File: src/rtl/frv_imem_sram_bridge_pkg.sv
// Shared constants and types for the instruction-memory SRAM bridge.
// The default memory map is also used by the fetch stage.
package frv_imem_sram_bridge_pkg;

    localparam int XL     = 32;
    localparam int WORD_W = 32;

    localparam logic [XL-1:0] MEM_BASE_DEF  = 32'h8000_0000;
    localparam int            MEM_WORDS_DEF = 4096;
    localparam int            RSP_DEPTH_DEF = 2;

    // Read data returned with an error response and with every write response.
    localparam logic [WORD_W-1:0] ERR_RDATA = '0;

    typedef struct packed {
        logic              err;
        logic [WORD_W-1:0] data;
    } rsp_t;

    localparam int RSP_W = $bits(rsp_t);

    function automatic logic addr_bad(input logic [XL-1:0] addr,
                                      input logic [XL-1:0] base,
                                      input int            words);
        logic [XL-1:0] off;
        logic [XL:0]   span;
        off  = addr - base;
        span = (XL+1)'(words) << 2;
        return (addr[1:0] != 2'b00) || (addr < base) || ({1'b0, off} >= span);
    endfunction

endpackage

File: src/rtl/frv_rsp_fifo.sv
// In-order response FIFO with a combinational head so a response can be
// presented the cycle after it is pushed.
module frv_rsp_fifo #(
    parameter int DEPTH = 2,
    parameter int WIDTH = 33
) (
    input  logic                         clk,
    input  logic                         srst,
    input  logic                         push,
    input  logic [WIDTH-1:0]             push_data,
    input  logic                         pop,
    output logic [WIDTH-1:0]             pop_data,
    output logic                         full,
    output logic                         empty,
    output logic [$clog2(DEPTH+1)-1:0]   count
);

    localparam int PW = (DEPTH > 1) ? $clog2(DEPTH) : 1;
    localparam int CW = $clog2(DEPTH + 1);

    logic [WIDTH-1:0] mem_reg [DEPTH];
    logic [PW-1:0]    wr_ptr_reg;
    logic [PW-1:0]    rd_ptr_reg;
    logic [CW-1:0]    count_reg;

    function automatic logic [PW-1:0] ptr_inc(input logic [PW-1:0] p);
        return (p == PW'(DEPTH - 1)) ? '0 : p + PW'(1);
    endfunction

    genvar gi;
    generate
        for (gi = 0; gi < DEPTH; gi++) begin : g_entry
            always_ff @(posedge clk) begin
                if (push && (wr_ptr_reg == PW'(gi))) begin
                    mem_reg[gi] <= push_data;
                end
            end
        end
    endgenerate

    always_ff @(posedge clk) begin
        if (srst) begin
            wr_ptr_reg <= '0;
            rd_ptr_reg <= '0;
            count_reg  <= '0;
        end else begin
            if (push) begin
                wr_ptr_reg <= ptr_inc(wr_ptr_reg);
            end
            if (pop) begin
                rd_ptr_reg <= ptr_inc(rd_ptr_reg);
            end
            count_reg <= count_reg + CW'(push) - CW'(pop);
        end
    end

    assign pop_data = mem_reg[rd_ptr_reg];
    assign full     = (count_reg == CW'(DEPTH));
    assign empty    = (count_reg == '0);
    assign count    = count_reg;

endmodule

File: src/rtl/frv_imem_sram_bridge.sv
// Bridges the instruction-memory req/gnt/recv/ack bus onto a 1-cycle
// synchronous SRAM, queueing responses so the requester may stall ack.
module frv_imem_sram_bridge
    import frv_imem_sram_bridge_pkg::*;
#(
    parameter logic [XL-1:0] MEM_BASE  = MEM_BASE_DEF,
    parameter int            MEM_WORDS = MEM_WORDS_DEF,
    parameter int            RSP_DEPTH = RSP_DEPTH_DEF,
    localparam int           AW        = $clog2(MEM_WORDS)
) (
    input  logic              g_clk,
    input  logic              g_reset,
    input  logic              imem_req,
    input  logic              imem_wen,
    input  logic [3:0]        imem_strb,
    input  logic [WORD_W-1:0] imem_wdata,
    input  logic [XL-1:0]     imem_addr,
    output logic              imem_gnt,
    output logic              imem_recv,
    input  logic              imem_ack,
    output logic              imem_error,
    output logic [WORD_W-1:0] imem_rdata,
    output logic              sram_cen,
    output logic              sram_wen,
    output logic [3:0]        sram_strb,
    output logic [AW-1:0]     sram_addr,
    output logic [WORD_W-1:0] sram_wdata,
    input  logic [WORD_W-1:0] sram_rdata
);

    localparam int CW = $clog2(RSP_DEPTH + 1);

    logic          bad;
    logic          accept;
    logic [CW:0]   occ;

    logic          inflight_reg;
    logic          inflight_err_reg;
    logic          inflight_wen_reg;

    logic          fifo_push;
    rsp_t          fifo_push_data;
    logic          fifo_pop;
    rsp_t          fifo_head;
    logic          fifo_full;
    logic          fifo_empty;
    logic [CW-1:0] fifo_count;

    assign bad = addr_bad(imem_addr, MEM_BASE, MEM_WORDS);

    // The in-flight slot reserves FIFO space so the push at T+1 never overflows.
    assign occ      = {1'b0, fifo_count} + (CW+1)'(inflight_reg);
    assign imem_gnt = imem_req && !fifo_full && (occ < (CW+1)'(RSP_DEPTH));
    assign accept   = imem_gnt && !g_reset;

    assign sram_cen   = accept && !bad;
    assign sram_wen   = imem_wen;
    assign sram_strb  = imem_strb;
    assign sram_wdata = imem_wdata;
    assign sram_addr  = AW'((imem_addr - MEM_BASE) >> 2);

    always_ff @(posedge g_clk) begin
        if (g_reset) begin
            inflight_reg     <= 1'b0;
            inflight_err_reg <= 1'b0;
            inflight_wen_reg <= 1'b0;
        end else begin
            inflight_reg     <= accept;
            inflight_err_reg <= accept && bad;
            inflight_wen_reg <= accept && imem_wen;
        end
    end

    // SRAM read data is only meaningful for an error-free read.
    always_comb begin
        fifo_push_data.err  = inflight_err_reg;
        fifo_push_data.data = sram_rdata;
        if (inflight_err_reg || inflight_wen_reg) begin
            fifo_push_data.data = ERR_RDATA;
        end
    end

    assign fifo_push = inflight_reg;
    assign fifo_pop  = imem_recv && imem_ack;

    frv_rsp_fifo #(
        .DEPTH (RSP_DEPTH),
        .WIDTH (RSP_W)
    ) u_rsp_fifo (
        .clk       (g_clk),
        .srst      (g_reset),
        .push      (fifo_push),
        .push_data (fifo_push_data),
        .pop       (fifo_pop),
        .pop_data  (fifo_head),
        .full      (fifo_full),
        .empty     (fifo_empty),
        .count     (fifo_count)
    );

    assign imem_recv  = !fifo_empty;
    assign imem_error = !fifo_empty && fifo_head.err;
    assign imem_rdata = fifo_empty ? '0 : fifo_head.data;

endmodule

File: config.mk
export PLATFORM = sky130hd
export DESIGN_NAME = frv_imem_sram_bridge
export DESIGN_NICKNAME = d
export VERILOG_FILES = /design/src/rtl/frv_imem_sram_bridge_pkg.sv /design/src/rtl/frv_rsp_fifo.sv /design/src/rtl/frv_imem_sram_bridge.sv
export SDC_FILE = /design/constraint.sdc
export NUM_CORES = 1
export LEC_CHECK = 0
export ABC_AREA = 1
export BUFFER_PORTS_ARGS = -buffer_cell sky130_fd_sc_hd__buf_2
export CAP_MARGIN = 25
export CORE_UTILIZATION = 42
export CTS_CLUSTER_DIAMETER = 120
export DETAILED_ROUTE_END_ITERATION = 16
export HOLD_SLACK_MARGIN = 0.02
export PLACE_DENSITY = 0.74
export SYNTH_ARGS = -nofsm -noshare
export SYNTH_HDL_FRONTEND = slang
export SYNTH_HIERARCHICAL = 1
export SYNTH_SLANG_ARGS = --single-unit
File: constraint.sdc
create_clock -name g_clk -period 2.4 [get_ports g_clk]
set_clock_uncertainty 0.05 [all_clocks]
set_input_delay 0.72 -clock g_clk [delete_from_list [all_inputs] [get_ports g_clk]]
set_output_delay 0.72 -clock g_clk [all_outputs]
set_load 0.01 [all_outputs]
==> flow_summary_export.csv, run 1 <==
group,metric,value,unit
drt,antenna_left,0,
placed_design,port_buffers,93,
outcome,status,"completed",
drt,drt-initial-drc-count,71,
sta,slew_viol_final,0,
clocking,cts_tree,"yes",
power_and_ir_drop,vdd_ir_drop_max,448,uV
placed_design,dp_cells,505,
job,max_cap_viol_count,0,
clocking,cts_buffers,9,
worst_setup_path,arrival,1550,ps
yosys,async_reset_ff_share,0,%
clocking,htreeDepth,3,
grt,grt_pass1_vias,2266,
power_and_ir_drop,cellLeakagePower,2.09,nW
clocking,clkSinkCount,74,
placed_design,gp_congestion,0.729,
floorplanning,die-area,9720,sq um
yosys,synth_edf_count,66,
power_and_ir_drop,switching_power,0.00138,W
clocking,clkTransAtPathRegs,70,ps
cells_and_area,area_growth_syn_to_layout,10.7,%
power_and_ir_drop,p_comb_share,37.4,%
floorplanning,die_h,98.6,um
yosys,synthesis.nets,467,
power_and_ir_drop,internal-power,0.00299,W
floorplanning,ios,190,
grt,grt_pass1_wl,9890,um
yosys,synth-main-ff-cell,"edfxtp_1",
power_and_ir_drop,sw_frac_of_total,31.5,%
yosys,synth_most_common_cell,"inv_1",
worst_setup_path,reg2regPathDepth,10,
yosys,synth_area,3920,sq um
sta,fin_crit_sh,96.5,%
worst_setup_path,rr_endpoint,"u_rsp_fifo/count[1]$_SDFF_PP0_",
grt,antenna_found_initial,0,
drt,wl_per_cell,12.1,um
worst_setup_path,crit_type,"reg -> out",
power_and_ir_drop,power_frac_seq,39.5,%
yosys,synth.avg_cell_area,10.9,sq um
clocking,clockBufferDepth,2,
placed_design,post-dp-hpwl,4270,um
power_and_ir_drop,power_density,1000,nW/um^2
drt,met3WireLength,438,um
floorplanning,rows,34,
placed_design,dp_slack,221,ps
clocking,cts_root_buffer,"clkbuf_8",
clocking,postCtsSetupRepairBufs,0,
yosys,synth.cells.most_frequent,"inv_1 (81), nor2_1 (79), edfxtp_1 (66)",
yosys,ys_seq_area_share,54.6,%
cells_and_area,drive_above_1_share,38.6,%
sta,tightest_slew,800,ps
yosys,synth_cell_types,21,
worst_setup_path,worstPathMaxFanout,17,
clocking,cts_resized,0,
cells_and_area,fin_nets,516,
worst_setup_path,crit_path_end_kind,"output port",
yosys,yosysTopAreaCell,"edfxtp_1",
yosys,synthTopCellsByArea,"edfxtp_1 (51%), mux2_4 (11%), buf_4 (9.4%), inv_1 (7.8%), nor2_1 (7.6%)",
drt,wl_met2,3200,um
sta,hold_violations,0,
clocking,cts_hold_buffers,0,
yosys,ys_ff_latch,74,
sta,hold_ws,400,ps
clocking,clk-insertion-delay-late,330,ps
worst_setup_path,reg2reg_slack,480,ps
drt,finalWirelength,6340,um
drt,firstDrtPassIters,6,
hold_path,holdPathStages,0,
sta,fin_crit,2320,ps
cells_and_area,largest_reg_flops,66,
drt,wl_met1,2600,um
cells_and_area,antenna_cells,0,
floorplanning,dieWidth,98.6,um
sta,setup_ws,83.7,ps
sta,setup_viol,0,
drt,top_layer_used,"met4",
worst_setup_path,start_kind,"register",
grt,grt_usage,13.3,%
sta,relSlewSlack,46.7,%
power_and_ir_drop,clkPwrFrac,23.1,%
hold_path,hold_path_class,"reg -> reg",
yosys,synthCells,360,
grt,grt_max_degree,34,
floorplanning,core_area,8890,sq um
drt,via_per_inst,4.45,
sta,fmax,432,MHz
drt,num_vias,2321,
yosys,yosys_warnings,6,
worst_setup_path,rr_startpoint,"u_rsp_fifo/count[1]$_SDFF_PP0_",
drt,drc_errors,0,
worst_setup_path,cp-endpoint,"imem_rdata[22]",
cells_and_area,fin_cells,522,
floorplanning,initial_core_util,44.1,%
grt,grt-ovfl-total,0,
worst_setup_path,required,1630,ps
yosys,synth_top_area_share,50.6,%
-- cell families after synthesis --
| group | Yosys count | synth area share, % |
|---|---|---|
| buffers and inverters | 142 | 20.6 |
| and+or+nand+nor | 107 | 11.4 |
| DFF | 74 | 54.6 |
| muxes | 33 | 12.4 |
| adders and majority gates | 2 | 0.638 |
| AOI/OAI and AO/OA | 1 | 0.128 |
| xor gates and xnor gates | 1 | 0.223 |
-- final cells by class --
cell class,instances,area (sq um)
clock buffers,9,124
clock inverters,7,83.8
fillers,804,4550
inverters,81,304
multi-input cells,144,985
flip-flops and latches,74,2140
well taps,108,135
repair buffers,99,566
-- critical path, stage by stage, from the launching register on --
cell and delay (ps):
dfxtp_2 410, buf_12 210, mux2_2 350, inv_1 60, nor2_1 40, buf_2 130
-- layer usage --
| metal | vias up | GRT usage [%] |
|---|---|---|
| met5 | - | 0 |
| met4 | 0 | 5.17 |
| met3 | 15 | 5.74 |
| met2 | 83 | 24.8 |
| met1 | 1072 | 13.0 |
| li1 | 1151 | - |
-- through the flow --
| stage | total power, W | instance area, sq um | util [%] | TNS (ps) |
|---|---|---|---|---|
| 3_5_place_dp | 0.00337 | 4110 | 46.2 | 0 |
| 3_3_place_gp | 0.00333 | 4110 | 46.2 | 0 |
| 5_1_grt | 0.00462 | 4340 | 48.8 | -4.55 |
| 6_report | 0.00436 | 4340 | 48.8 | 0 |
| 4_1_cts | 0.00438 | 4320 | 48.5 | 0 |
| 2_1_floorplan | 0.00303 | 3920 | - | 0 |
-- cells in the final DEF (no fill, tap or decap), types with 7 or more instances in the layout --
cell | netlist | layout
buf_2 | 4 | 93
clkbuf_8 | 0 | 9
dfxtp_1 | 8 | 7
edfxtp_1 | 66 | 66
inv_1 | 81 | 81
mux2_4 | 30 | 30
nand2_1 | 12 | 12
nor2_1 | 79 | 77
nor2_2 | 9 | 9
-- worst min-delay path by stage --
stage	start	end	slack [ps]
after floorplan	inflight_err_reg$_SDFF_PP0_	u_rsp_fifo/mem_reg[0][32]$_DFFE_PP_	370
after global placement	inflight_err_reg$_SDFF_PP0_	u_rsp_fifo/mem_reg[0][32]$_DFFE_PP_	370
after detailed placement	inflight_err_reg$_SDFF_PP0_	u_rsp_fifo/mem_reg[1][32]$_DFFE_PP_	380
after CTS	inflight_err_reg$_SDFF_PP0_	u_rsp_fifo/mem_reg[1][32]$_DFFE_PP_	400
after global routing	inflight_err_reg$_SDFF_PP0_	u_rsp_fifo/mem_reg[1][32]$_DFFE_PP_	430
final	inflight_err_reg$_SDFF_PP0_	u_rsp_fifo/mem_reg[1][32]$_DFFE_PP_	400
-- power groups by stage --
stage	Clock [W]	Sequential [W]	Combinational [W]
after floorplan	0	0.00172	0.00131
after global placement	0	0.00173	0.00160
after detailed placement	0	0.00174	0.00163
after CTS	0.00103	0.00172	0.00164
after global routing	0.00108	0.00174	0.00180
final	0.00101	0.00172	0.00163
(Power assumes the default switching activity.)
==> run 2: changes to the inputs <==
CORE_UTILIZATION = 50   (was 42)
PLACE_DENSITY = 0.83   (was 0.74)
clock period = 2.8 ns   (was 2.4 ns; I/O delays follow)
==> flow_summary_export.csv, run 2 (synthesized netlist as in run 1, its figures left out) <==
group,metric,value,unit
job,max_cap_viol_count,0,
worst_setup_path,worstPathMaxFanout,33,
worst_setup_path,start_kind,"register",
drt,wl_per_cell,12.0,um
sta,setup_viol,0,
power_and_ir_drop,sw_frac_of_total,32.5,%
sta,hold_violations,0,
power_and_ir_drop,internal-power,0.00239,W
clocking,cts_resized,0,
worst_setup_path,crit_type,"reg -> out",
power_and_ir_drop,p_total,0.00355,W
clocking,postCtsSetupRepairBufs,0,
cells_and_area,fin_area,4260,sq um
sta,tightest_slew,758,ps
clocking,clk-insertion-delay-late,340,ps
hold_path,hold_path_class,"reg -> reg",
worst_setup_path,crit_path_end_kind,"output port",
cells_and_area,fin_nets,515,
power_and_ir_drop,power_frac_seq,41.4,%
clocking,clkSinkCount,74,
cells_and_area,area_growth_syn_to_layout,8.68,%
grt,grt_max_degree,34,
clocking,clockBufferDepth,2,
clocking,cts_tree,"yes",
grt,grt-ovfl-total,0,
sta,slew_viol_final,0,
power_and_ir_drop,switching_power,0.00115,W
floorplanning,initial_core_util,52.9,%
drt,antenna_left,0,
drt,via_per_inst,4.49,
floorplanning,dieWidth,90.5,um
power_and_ir_drop,power_density,833,nW/um^2
power_and_ir_drop,clkPwrFrac,19.9,%
cells_and_area,drive_above_1_share,38.3,%
worst_setup_path,arrival,1550,ps
sta,grt_setup_unrepaired,"no",
placed_design,dp_cells,496,
clocking,cts_root_buffer,"clkbuf_8",
drt,firstDrtPassIters,6,
placed_design,port_buffers,93,
floorplanning,die_h,90.5,um
power_and_ir_drop,cellLeakagePower,2.06,nW
clocking,clkTransAtPathRegs,70,ps
grt,grt_pass1_wl,10400,um
clocking,htreeDepth,3,
sta,relSlewSlack,49.4,%
sta,fmax,410,MHz
worst_setup_path,required,1910,ps
floorplanning,ios,190,
drt,finalWirelength,6160,um
grt,grt_pass1_vias,2318,
clocking,cts_buffers,9,
clocking,cts_hold_buffers,0,
cells_and_area,final_common_cell,"buf_2",
sta,fin_crit_sh,87.0,%
placed_design,post-dp-hpwl,4370,um
power_and_ir_drop,vdd_ir_drop_max,490,uV
sta,setup_tns,0,ps
outcome,status,"completed",
grt,antenna_found_initial,0,
drt,drc_errors,0,
floorplanning,die-area,8200,sq um
drt,drt-initial-drc-count,63,
placed_design,gp_congestion,0.706,
sta,fin_crit,2440,ps
cells_and_area,antenna_cells,0,
cells_and_area,fin_cells,512,
drt,num_vias,2298,
floorplanning,core_area,7410,sq um
cells_and_area,final_cell_mix,"buf_2 (93), inv_1 (81), nor2_1 (77)",
floorplanning,rows,31,
cells_and_area,largest_reg_flops,66,
placed_design,place_area,4100,sq um
power_and_ir_drop,p_comb_share,38.7,%
grt,grt_usage,16.3,%
[run 2: cell types whose count changed in the layout (fill, tap and decap cells not counted)]
cell        previous run  this run
clkinvlp_4             1         0
clkinv_2               1         3
clkbuf_1               0         3
or2_2                  1         0
clkbuf_8               9        10
clkinv_1               3         0
bufinv_16              2         0
or2_1                  0         1
clkbuf_16              1         0
[run 2: cell type report]
type / instances / area (sq um)
Clock buffer: 13 / 149
Clock inverter: 3 / 15.0
Fill cell: 654 / 3150
Inverter: 81 / 304
Multi-Input combinational cell: 144 / 985
Sequential cell: 74 / 2140
Tap cell: 99 / 124
Timing Repair Buffer: 98 / 541
[run 2: worst paths after layout]
check | startpoint | end | slack, ps | cells after the start
max reg2reg | u_rsp_fifo/count[1]$_SDFF_PP0_ | u_rsp_fifo/count[1]$_SDFF_PP0_ | 770 | 10
min | inflight_err_reg$_SDFF_PP0_ | u_rsp_fifo/mem_reg[0][32]$_DFFE_PP_ | 420 | 0
max | register | imem_rdata[22] | 360 | 5
min reg2reg | inflight_err_reg$_SDFF_PP0_ | u_rsp_fifo/mem_reg[0][32]$_DFFE_PP_ | 420 | 0
[run 2: stage by stage]
step	hold WS [ps]	setup slack [ps]	util (%)
5_1_grt	446	231	57.5
3_3_place_gp	372	405	55.3
3_5_place_dp	398	367	55.3
4_1_cts	414	334	57.5
6_report	419	363	57.5
2_1_floorplan	368	509	-
[run 2: per-layer routing]
layer / track usage [%] / vias to the layer above / wire length (um)
met1: 17.4 / 1047 / 2500
li1: - / 1149 / -
met3: 5.05 / 18 / 387
met2: 29.0 / 84 / 3160
met4: 8.06 / 0 / 116
met5: 0 / - / 0
[run 2: critical path: stages, from the launching register on]
cell     delay (ps)
dfxtp_2         340
buf_12          240
mux2_2          370
inv_1            60
nor2_1           40
buf_2           130
[run 2: power by group through the flow]
| stage | combinational, W | sequential (W) | clock (W) |
|---|---|---|---|
| finish | 0.00137 | 0.00147 | 0.000705 |
| global route | 0.00153 | 0.00148 | 0.000775 |
| CTS | 0.00140 | 0.00147 | 0.000728 |
| detailed placement | 0.00140 | 0.00150 | 0 |
| global placement | 0.00136 | 0.00149 | 0 |
| floorplan | 0.00113 | 0.00148 | 0 |
